File: config.mk
export PLATFORM = sky130hd
export DESIGN_NAME = dmem_port_arbiter
export DESIGN_NICKNAME = d
export VERILOG_FILES = /design/src/rtl/dmem_port_arbiter.sv
export SDC_FILE = /design/constraint.sdc
export NUM_CORES = 1
export LEC_CHECK = 0
export BUFFER_PORTS_ARGS = -buffer_cell sky130_fd_sc_hd__buf_2
export CAP_MARGIN = 20
export CORE_ASPECT_RATIO = 0.7
export CORE_MARGIN = 2
export CORE_UTILIZATION = 44
export CTS_BUF_LIST = sky130_fd_sc_hd__clkbuf_4 sky130_fd_sc_hd__clkbuf_8 sky130_fd_sc_hd__clkbuf_16
export DETAILED_ROUTE_END_ITERATION = 10
export PLACE_DENSITY = 0.81
export SYNTH_ARGS = -nofsm -noshare
export SYNTH_HDL_FRONTEND = slang
export SYNTH_SLANG_ARGS = --single-unit
export TNS_END_PERCENT = 20
File: constraint.sdc
create_clock -name clk -period 2 [get_ports clk]
set_clock_uncertainty 0.05 [all_clocks]
set_input_delay 0.4 -clock clk [delete_from_list [all_inputs] [get_ports clk]]
set_output_delay 0.4 -clock clk [all_outputs]
set_load 0.05 [all_outputs]
File: src/rtl/dmem_port_arbiter.sv
// ============================================================================
// dmem_port_arbiter : round-robin sharing of one data-memory port, one access
// in flight, fixed read latency. Optional grant counters: DMEM_ARB_STATS_EN.
// Revision: 1.0
// ============================================================================
`default_nettype none

module dmem_port_arbiter #(
  parameter int WIDTH       = 32,
  parameter int NREQ        = 2,
  parameter int MEM_LATENCY = 1
) (
  input  logic                  clk,
  input  logic                  reset,
  input  logic [NREQ-1:0]       req,
  input  logic [NREQ-1:0]       req_we,
  input  logic [NREQ*WIDTH-1:0] req_addr,
  input  logic [NREQ*WIDTH-1:0] req_wdata,
  output logic [NREQ-1:0]       grant,
  output logic [NREQ-1:0]       done,
  output logic [WIDTH-1:0]      rdata,
  output logic                  busy,
  output logic                  mem_en,
  output logic                  mem_we,
  output logic [WIDTH-1:0]      mem_addr,
  output logic [WIDTH-1:0]      mem_wdata,
  input  logic [WIDTH-1:0]      mem_rdata
`ifdef DMEM_ARB_STATS_EN
  ,
  input  logic                  stat_clr,
  output logic [NREQ*16-1:0]    stat_grants
`endif
);

  localparam int IDXW = (NREQ > 1) ? $clog2(NREQ) : 1;
  localparam int CNTW = (MEM_LATENCY > 1) ? $clog2(MEM_LATENCY) : 1;

  localparam logic [1:0] c_ST_IDLE  = 2'd0;
  localparam logic [1:0] c_ST_ISSUE = 2'd1;
  localparam logic [1:0] c_ST_WAIT  = 2'd2;
  localparam logic [1:0] c_ST_RESP  = 2'd3;

  localparam logic [IDXW:0]   c_NREQ     = (IDXW+1)'(NREQ);
  localparam logic [IDXW-1:0] c_LAST     = IDXW'(NREQ-1);
  localparam logic [CNTW-1:0] c_LAT_LOAD = CNTW'(MEM_LATENCY-1);

  logic [1:0]       r_state;
  logic [IDXW-1:0]  r_rr_ptr;
  logic [IDXW-1:0]  r_idx;
  logic             r_we;
  logic [WIDTH-1:0] r_addr;
  logic [WIDTH-1:0] r_wdata;
  logic [CNTW-1:0]  r_cnt;

  logic [IDXW:0]    w_cand;
  logic [IDXW-1:0]  w_pick;
  logic             w_found;

  // First asserted request at or after the round-robin pointer, wrapping mod NREQ.
  always_comb begin
    w_cand  = '0;
    w_pick  = r_rr_ptr;
    w_found = 1'b0;
    for (int k = 0; k < NREQ; k++) begin
      w_cand = {1'b0, r_rr_ptr} + (IDXW+1)'(k);
      if (w_cand >= c_NREQ) begin
        w_cand = w_cand - c_NREQ;
      end
      if (!w_found && req[w_cand[IDXW-1:0]]) begin
        w_found = 1'b1;
        w_pick  = w_cand[IDXW-1:0];
      end
    end
  end

  always_ff @(posedge clk) begin
    if (reset) begin
      r_state  <= c_ST_IDLE;
      r_rr_ptr <= '0;
      r_idx    <= '0;
      r_we     <= 1'b0;
      r_addr   <= '0;
      r_wdata  <= '0;
      r_cnt    <= '0;
    end else begin
      case (r_state)
        c_ST_IDLE: begin
          if (w_found) begin
            r_idx   <= w_pick;
            r_we    <= req_we[w_pick];
            r_addr  <= req_addr[w_pick*WIDTH +: WIDTH];
            r_wdata <= req_wdata[w_pick*WIDTH +: WIDTH];
            r_state <= c_ST_ISSUE;
          end
        end
        c_ST_ISSUE: begin
          r_rr_ptr <= (r_idx == c_LAST) ? '0 : r_idx + IDXW'(1);
          r_cnt    <= c_LAT_LOAD;
          r_state  <= (MEM_LATENCY == 1) ? c_ST_RESP : c_ST_WAIT;
        end
        c_ST_WAIT: begin
          r_cnt <= r_cnt - CNTW'(1);
          if (r_cnt <= CNTW'(1)) begin
            r_state <= c_ST_RESP;
          end
        end
        c_ST_RESP: begin
          r_state <= c_ST_IDLE;
        end
        default: begin
          r_state <= c_ST_IDLE;
        end
      endcase
    end
  end

  // All outputs decode from registered state, so none reach back to req.
  always_comb begin
    grant     = '0;
    done      = '0;
    rdata     = '0;
    mem_en    = 1'b0;
    mem_we    = 1'b0;
    mem_addr  = '0;
    mem_wdata = '0;
    busy      = (r_state != c_ST_IDLE);
    if (r_state != c_ST_IDLE) begin
      grant[r_idx] = 1'b1;
      mem_addr     = r_addr;
      mem_wdata    = r_wdata;
    end
    if (r_state == c_ST_ISSUE) begin
      mem_en = 1'b1;
      mem_we = r_we;
    end
    if (r_state == c_ST_RESP) begin
      done[r_idx] = 1'b1;
      if (!r_we) begin
        rdata = mem_rdata;
      end
    end
  end

`ifdef DMEM_ARB_STATS_EN
  for (genvar g = 0; g < NREQ; g++) begin : g_stats
    logic [15:0] r_grants;
    always_ff @(posedge clk) begin
      if (reset || stat_clr) begin
        r_grants <= '0;
      end else if (r_state == c_ST_ISSUE && r_idx == IDXW'(g) && r_grants != 16'hFFFF) begin
        r_grants <= r_grants + 16'd1;
      end
    end
    assign stat_grants[g*16 +: 16] = r_grants;
  end
`endif

endmodule

`default_nettype wire

==> results of run 1 <==
-- kinds of logic after synthesis --
| logic type | share of synthesized area (%) |
|---|---|
| and+or+nand+nor | 29.5 |
| adders and majority gates | 1.12 |
| AOI/OAI and AO/OA | 28.0 |
| muxes | 0.475 |
| buffers and inverters | 10.0 |
| DFF | 30.9 |
-- metal layers --
layer,wire length (µm),share of wire [%]
met5,0,0
met4,522,2.8
met3,1740,9.3
met2,9250,50
met1,7170,38
-- flip-flops by register name, indices dropped and copies added (netlist names) --
name	cells
r_addr	32
r_wdata	32
r_state	2
r_idx	1
r_rr_ptr	1
r_we	1
-- per-stage QoR --
stage                     hold WS [ns]  total power [mW]
after floorplan                  0.415              3.42
after global placement           0.424              3.97
after detailed placement         0.426              4.02
after CTS                        0.378              5.95
after global routing             0.413              6.38
final                            0.390              6.16
-- cells in the final DEF (no fill, tap or decap), types with 2 or more instances in the layout --
cell type  count
a2111oi_0     57
a2111oi_1     65
a2111oi_2      8
and2_1        29
and2_4         5
and2b_2        3
buf_12         8
buf_2        171
buf_4         32
buf_6         63
buf_8          7
bufinv_16      2
clkbuf_16     10
clkbuf_4      10
clkinv_2       3
dfxtp_1       66
dfxtp_2        3
ha_1           2
inv_2          3
nor2_1        68
nor2b_1       31
nor2b_2       28
nor2b_4        5
nor4_1        65
-- repair_timing --
item                                    in CTS  in global routing
endpoints found under the setup margin      99                115
cloned                                       3                  2
pin swaps                                    0                  1
setup buffers                                1                  0
gates resized for setup                    119                140
-- final cells by class --
| cell class | instances | area share [%] |
|---|---|---|
| Clock buffer | 10 | 3.45 |
| Clock inverter | 6 | 1.25 |
| Multi-Input combinational cell | 377 | 40.8 |
| Timing Repair Buffer | 293 | 31.8 |
| Sequential cell | 69 | 20.0 |
| Tap cell | 128 | 2.31 |
| Inverter | 6 | 0.379 |
-- worst max-delay path: cells and delay by family, from the launching register on --
kind | cells | cell delay (ns)
AND/OR/NAND/NOR | 2 | 0.42
adder cells (fa/ha/maj) | 1 | 0.20
buffers and inverters | 2 | 0.36
flip-flops | 1 | 0.36
-- path summary, 6_finish.rpt --
check	depth (start not counted)	slack, ns	start	end
worst min register to register	2	0.44	r_wdata[9]$_SDFFE_PP0P_	r_wdata[9]$_SDFFE_PP0P_
worst min-delay path	3	0.39	req_addr[6]	r_addr[6]$_SDFFE_PP0P_
worst max-delay path	5	-0.13	r_state[1]$_SDFFE_PP0P_	rdata[29]
worst max register to register	6	-0.03	r_state[0]$_SDFFE_PP0P_	r_addr[14]$_SDFFE_PP0P_
-- power by group through the flow --
| stage | registers (mW) | clock network, mW | logic, mW |
|---|---|---|---|
| after floorplan | 1.67 | 0 | 1.75 |
| after global placement | 1.71 | 0 | 2.26 |
| after detailed placement | 1.72 | 0 | 2.31 |
| after CTS | 1.69 | 1.76 | 2.49 |
| after global routing | 1.72 | 1.81 | 2.85 |
| final | 1.70 | 1.74 | 2.71 |
==> run summary, run 1 <==
outcome = complete, but fails checks
failing checks = setup timing
critical path required time = 1.55 ns
worst vdd ir = 622 µV
pwr/cell area = 889 mW/mm²
share of cells above drive strength 1 = 48.9%
CP Max Fanout = 6
Clock Sinks = 69
Final Hold Fails = 0
CTS tree = done
Mapped Area = 0.00447 mm²
GRT Util Overall = 30.1%
Logic pwr share = 44.1%
dpl hpwl = 11,200 µm
NetSw = 2.48 mW
vias = 5,601
crit path max-delay cell type = dfxtp_2
sw frac = 40.3%
wire per inst = 21.0 µm
Lkg Pwr = 2.80 nW
Final Util = 70.7%
vias per cell = 6.30
internal power = 3.67 mW
Final ANT Viol Nets = 0
Critical Path, Cell by Cell = ha_2 -> nor2b_4 -> buf_2 -> and2_1 -> buf_6
first-pass GRT wire length = 26,900 µm
ys flop type = dfxtp_1
synth warn = 0
Final Slew Violations = 0
final net count = 926
Syn Inst Count = 533
Placement Cell Area = 0.00590 mm²
core area = 0.00980 mm²
die area = 0.0110 mm²
share of the synthesized area in the top cell type = 30.9%
count of flip-flops with a built-in enable after synthesis = 0
Tightest Pin Transition = 0.702 ns
area occupied by multi-input gates = 0.00283 mm²
Die Y = 88.4 µm
DP Worst Slack = 0.0605 ns
crit path launch type = flop
Async SR Flop Fraction = 0%
ANT cells = 0
RSZ-0062 raised after global routing = true
Yosys reg bits = 69
Unique masters post-synth = 25
register share of total power = 27.6%
Total Wirelength = 18,700 µm
mean post-synth cell area = 8.39 µm²
clk_lat worst skew = 0.33 ns
Die X = 125 µm
final setup fails = 53
met2 Resource Use GR = 52.5%
FP Rows = 30
gpl congestion = 0.891
FILL cells = 742
number of global-route vias before repair = 5,324
Final Instance Area = 0.00693 mm²
DR DRC count = 0
net count after synthesis = 703
most common cell in the synthesized netlist = a2111oi_0
Commonest cells post-synth = a2111oi_0, dfxtp_1, nor2_1
initial antenna violation count = 0
worst min path class = in -> reg
Crit path largest cell delay = 0.36 ns
FF/Latch Area = 0.00139 mm²
worst setup margin = -0.125 ns
Starting Density = 45.7%
Area growth, synth to finish = 54.9%
H-tree Lvls = 3
max-cap check violation count = 0
FMAX = 0.471 GHz
global route overflow = 0
area leader, netlist = dfxtp_1
clock share of power = 28.3%
worst setup path class = reg -> out
Layout Cells excl Fill = 889
clock-pin slew on the worst setup and hold paths = 0.05 ns
Seq/Total Area, Yosys = 30.9%
CTS Hold Bufs = 0
port bufs = 268
Worst EP arrival = 1.68 ns
period utilization = 106%
Rel. slew slack = 53.1%
root buf cell = clkbuf_16
GR Layer Usage met1 = 36.6%
CTS buffer count = 9
largest net degree at the start of global routing = 67
GRT met3 Usage = 7.86%
crit end category = output port
drt pass-1 iters = 5
ranking of synthesized cells by area = dfxtp_1, a2111oi_0, nor4_1, nor2b_1, a2111oi_1
Initial DRC Count = 377
busiest grt layer = met2
Max clock buf depth = 2
I/O pin count = 269
Setup TNS = -2.81 ns
Placed Cells = 867
min cycle time layout = 2.13 ns
No activity file was read; power rests on OpenSTA's default activity.
==> run 2: changes to the inputs <==
--- a/config.mk
+++ b/config.mk
@@ -9,10 +9,10 @@
 export CAP_MARGIN = 20
 export CORE_ASPECT_RATIO = 0.7
 export CORE_MARGIN = 2
-export CORE_UTILIZATION = 44
+export CORE_UTILIZATION = 48
 export CTS_BUF_LIST = sky130_fd_sc_hd__clkbuf_4 sky130_fd_sc_hd__clkbuf_8 sky130_fd_sc_hd__clkbuf_16
 export DETAILED_ROUTE_END_ITERATION = 10
-export PLACE_DENSITY = 0.81
+export PLACE_DENSITY = 0.88
 export SYNTH_ARGS = -nofsm -noshare
 export SYNTH_HDL_FRONTEND = slang
 export SYNTH_SLANG_ARGS = --single-unit
==> constraint.sdc (replaced) <==
create_clock -name clk -period 2.5 [get_ports clk]
set_clock_uncertainty 0.05 [all_clocks]
set_input_delay 0.5 -clock clk [delete_from_list [all_inputs] [get_ports clk]]
set_output_delay 0.5 -clock clk [all_outputs]
set_load 0.05 [all_outputs]
==> run summary, run 2 (synthesized netlist as in run 1, its figures left out) <==
DR DRC count = 0
CP Max Fanout = 27
Die X = 119 µm
CTS buffer count = 9
port bufs = 268
global route overflow = 0
max-cap check violation count = 0
first-pass GRT wire length = 25,000 µm
FMAX = 0.416 GHz
number of global-route vias before repair = 5,130
crit end category = output port
Rel. slew slack = 50.5%
setup bufs post-CTS = 0
gpl congestion = 0.865
worst setup margin = 0.0946 ns
area occupied by multi-input gates = 0.00266 mm²
DP Worst Slack = 0.182 ns
Setup TNS = 0 ns
Critical Path, Cell by Cell = inv_1 -> ha_4 -> buf_4 -> and2b_1 -> buf_2
Final ANT Viol Nets = 0
I/O pin count = 269
Clock Sinks = 69
period utilization = 96.2%
Worst Setup SP = r_state[1]$_SDFFE_PP0P_
worst setup path class = reg -> out
commonest non-fill, non-tap cell in the layout = buf_2
clock-pin slew on the worst setup and hold paths = 0.06 ns
clk_lat worst skew = 0.32 ns
GRT Util Overall = 30.2%
Largest regs = r_addr (32), r_wdata (32), r_state (2)
hold path startpoint = r_wdata[2]$_SDFFE_PP0P_
final net count = 919
initial antenna violation count = 0
vias per cell = 6.33
worst min path class = reg -> reg
largest net degree at the start of global routing = 132
worst flop-to-flop path startpoint = r_state[1]$_SDFFE_PP0P_
Layout Cells excl Fill = 877
drt pass-1 iters = 5
most frequent cells in the layout = buf_2, a2111oi_0, nor2_1, dfxtp_1, nor4_1
Final Slew Violations = 0
Max clock buf depth = 2
Crit path largest cell delay = 0.35 ns
Placed Cells = 860
RSZ-0062 raised after global routing = true
Area growth, synth to finish = 36.7%
Die Y = 84.8 µm
Final Hold Fails = 0
FF/Latch Area = 0.00138 mm²
vias = 5,548
H-tree Lvls = 3
outcome = finished, final reports clean
die area = 0.0101 mm²
share of cells above drive strength 1 = 42.1%
wire per inst = 18.9 µm
ANT cells = 0
R2R setup slack = 0.34 ns
Starting Density = 49.3%
FILL cells = 761
core area = 0.00907 mm²
worst vdd ir = 482 µV
Tightest Pin Transition = 0.743 ns
Final Util = 67.4%
CP delay by family, top = buffers and inverters
Buffers & Inverters on Critical Path = 3
FP Rows = 29
critical path required time = 1.95 ns
Initial DRC Count = 485
crit path max-delay cell type = buf_4
Pwr Total = 4.63 mW
Worst EP arrival = 1.86 ns
CTS tree = done
Lkg Pwr = 2.66 nW
final setup fails = 0
Total Wirelength = 16,600 µm
root buf cell = clkbuf_16
crit path launch type = flop
pwr/cell area = 757 mW/mm²
dpl hpwl = 10,600 µm
min cycle time layout = 2.41 ns
==> run 2: cell count changes in the layout (fill, tap and decap cells not counted), moves of 21 or more <==
cell,change
a2111oi_0,+30
a2111oi_1,-29
buf_2,+97
buf_4,-21
buf_6,-61
nor2b_1,+33
nor2b_2,-28
==> run 2: final cells by class <==
cell class / instances / area share [%]
tap: 124 / 2.54
sequential: 69 / 22.6
clock inverter: 6 / 1.82
clock buffer: 9 / 3.68
multi-input combinational: 377 / 43.5
timing repair buffer: 286 / 25.5
inverter: 6 / 0.389
==> run 2: what timing repair did <==
action	in CTS	in global routing
hold buffers	0	0
pin swaps	0	0
cloned	0	1
resized for setup	2	2
endpoints found under the hold margin	0	0
endpoints found under the setup margin	3	16
==> run 2: final timing paths <==
| check | endpoint | cells after the start |
|---|---|---|
| max | mem_addr[9] | 5 |
| min | r_wdata[2]$_SDFFE_PP0P_ | 2 |
| max reg2reg | r_wdata[19]$_SDFFE_PP0P_ | 7 |
| min reg2reg | r_wdata[2]$_SDFFE_PP0P_ | 2 |
==> run 2: worst min-delay path, cell delays in order (launching register included) <==
cell	delay, ns
dfxtp_1	0.30
nor2_1	0.09
nor4_1	0.05
==> run 2: power by group <==
group          switching (mW)  internal, mW  leakage, nW  total (mW)
Combinational            1.30         0.531         1.93        1.83
Clock                   0.476         0.970        0.162        1.45
Sequential             0.0890          1.26        0.572        1.35
==> run 2: routing by layer <==
layer / wire [µm] / global-route usage, %
met5: 0 / 0
met4: 478 / 12.6
met3: 1430 / 6.18
met2: 8160 / 51.3
met1: 6510 / 37.6
==> run 2: metrics by stage <==
stage	hold slack, ns	instance area, µm²
floorplan	0.416	4470
detailed placement	0.426	5710
finish	0.437	6120
CTS	0.439	6060
global route	0.454	6120
global placement	0.423	5710
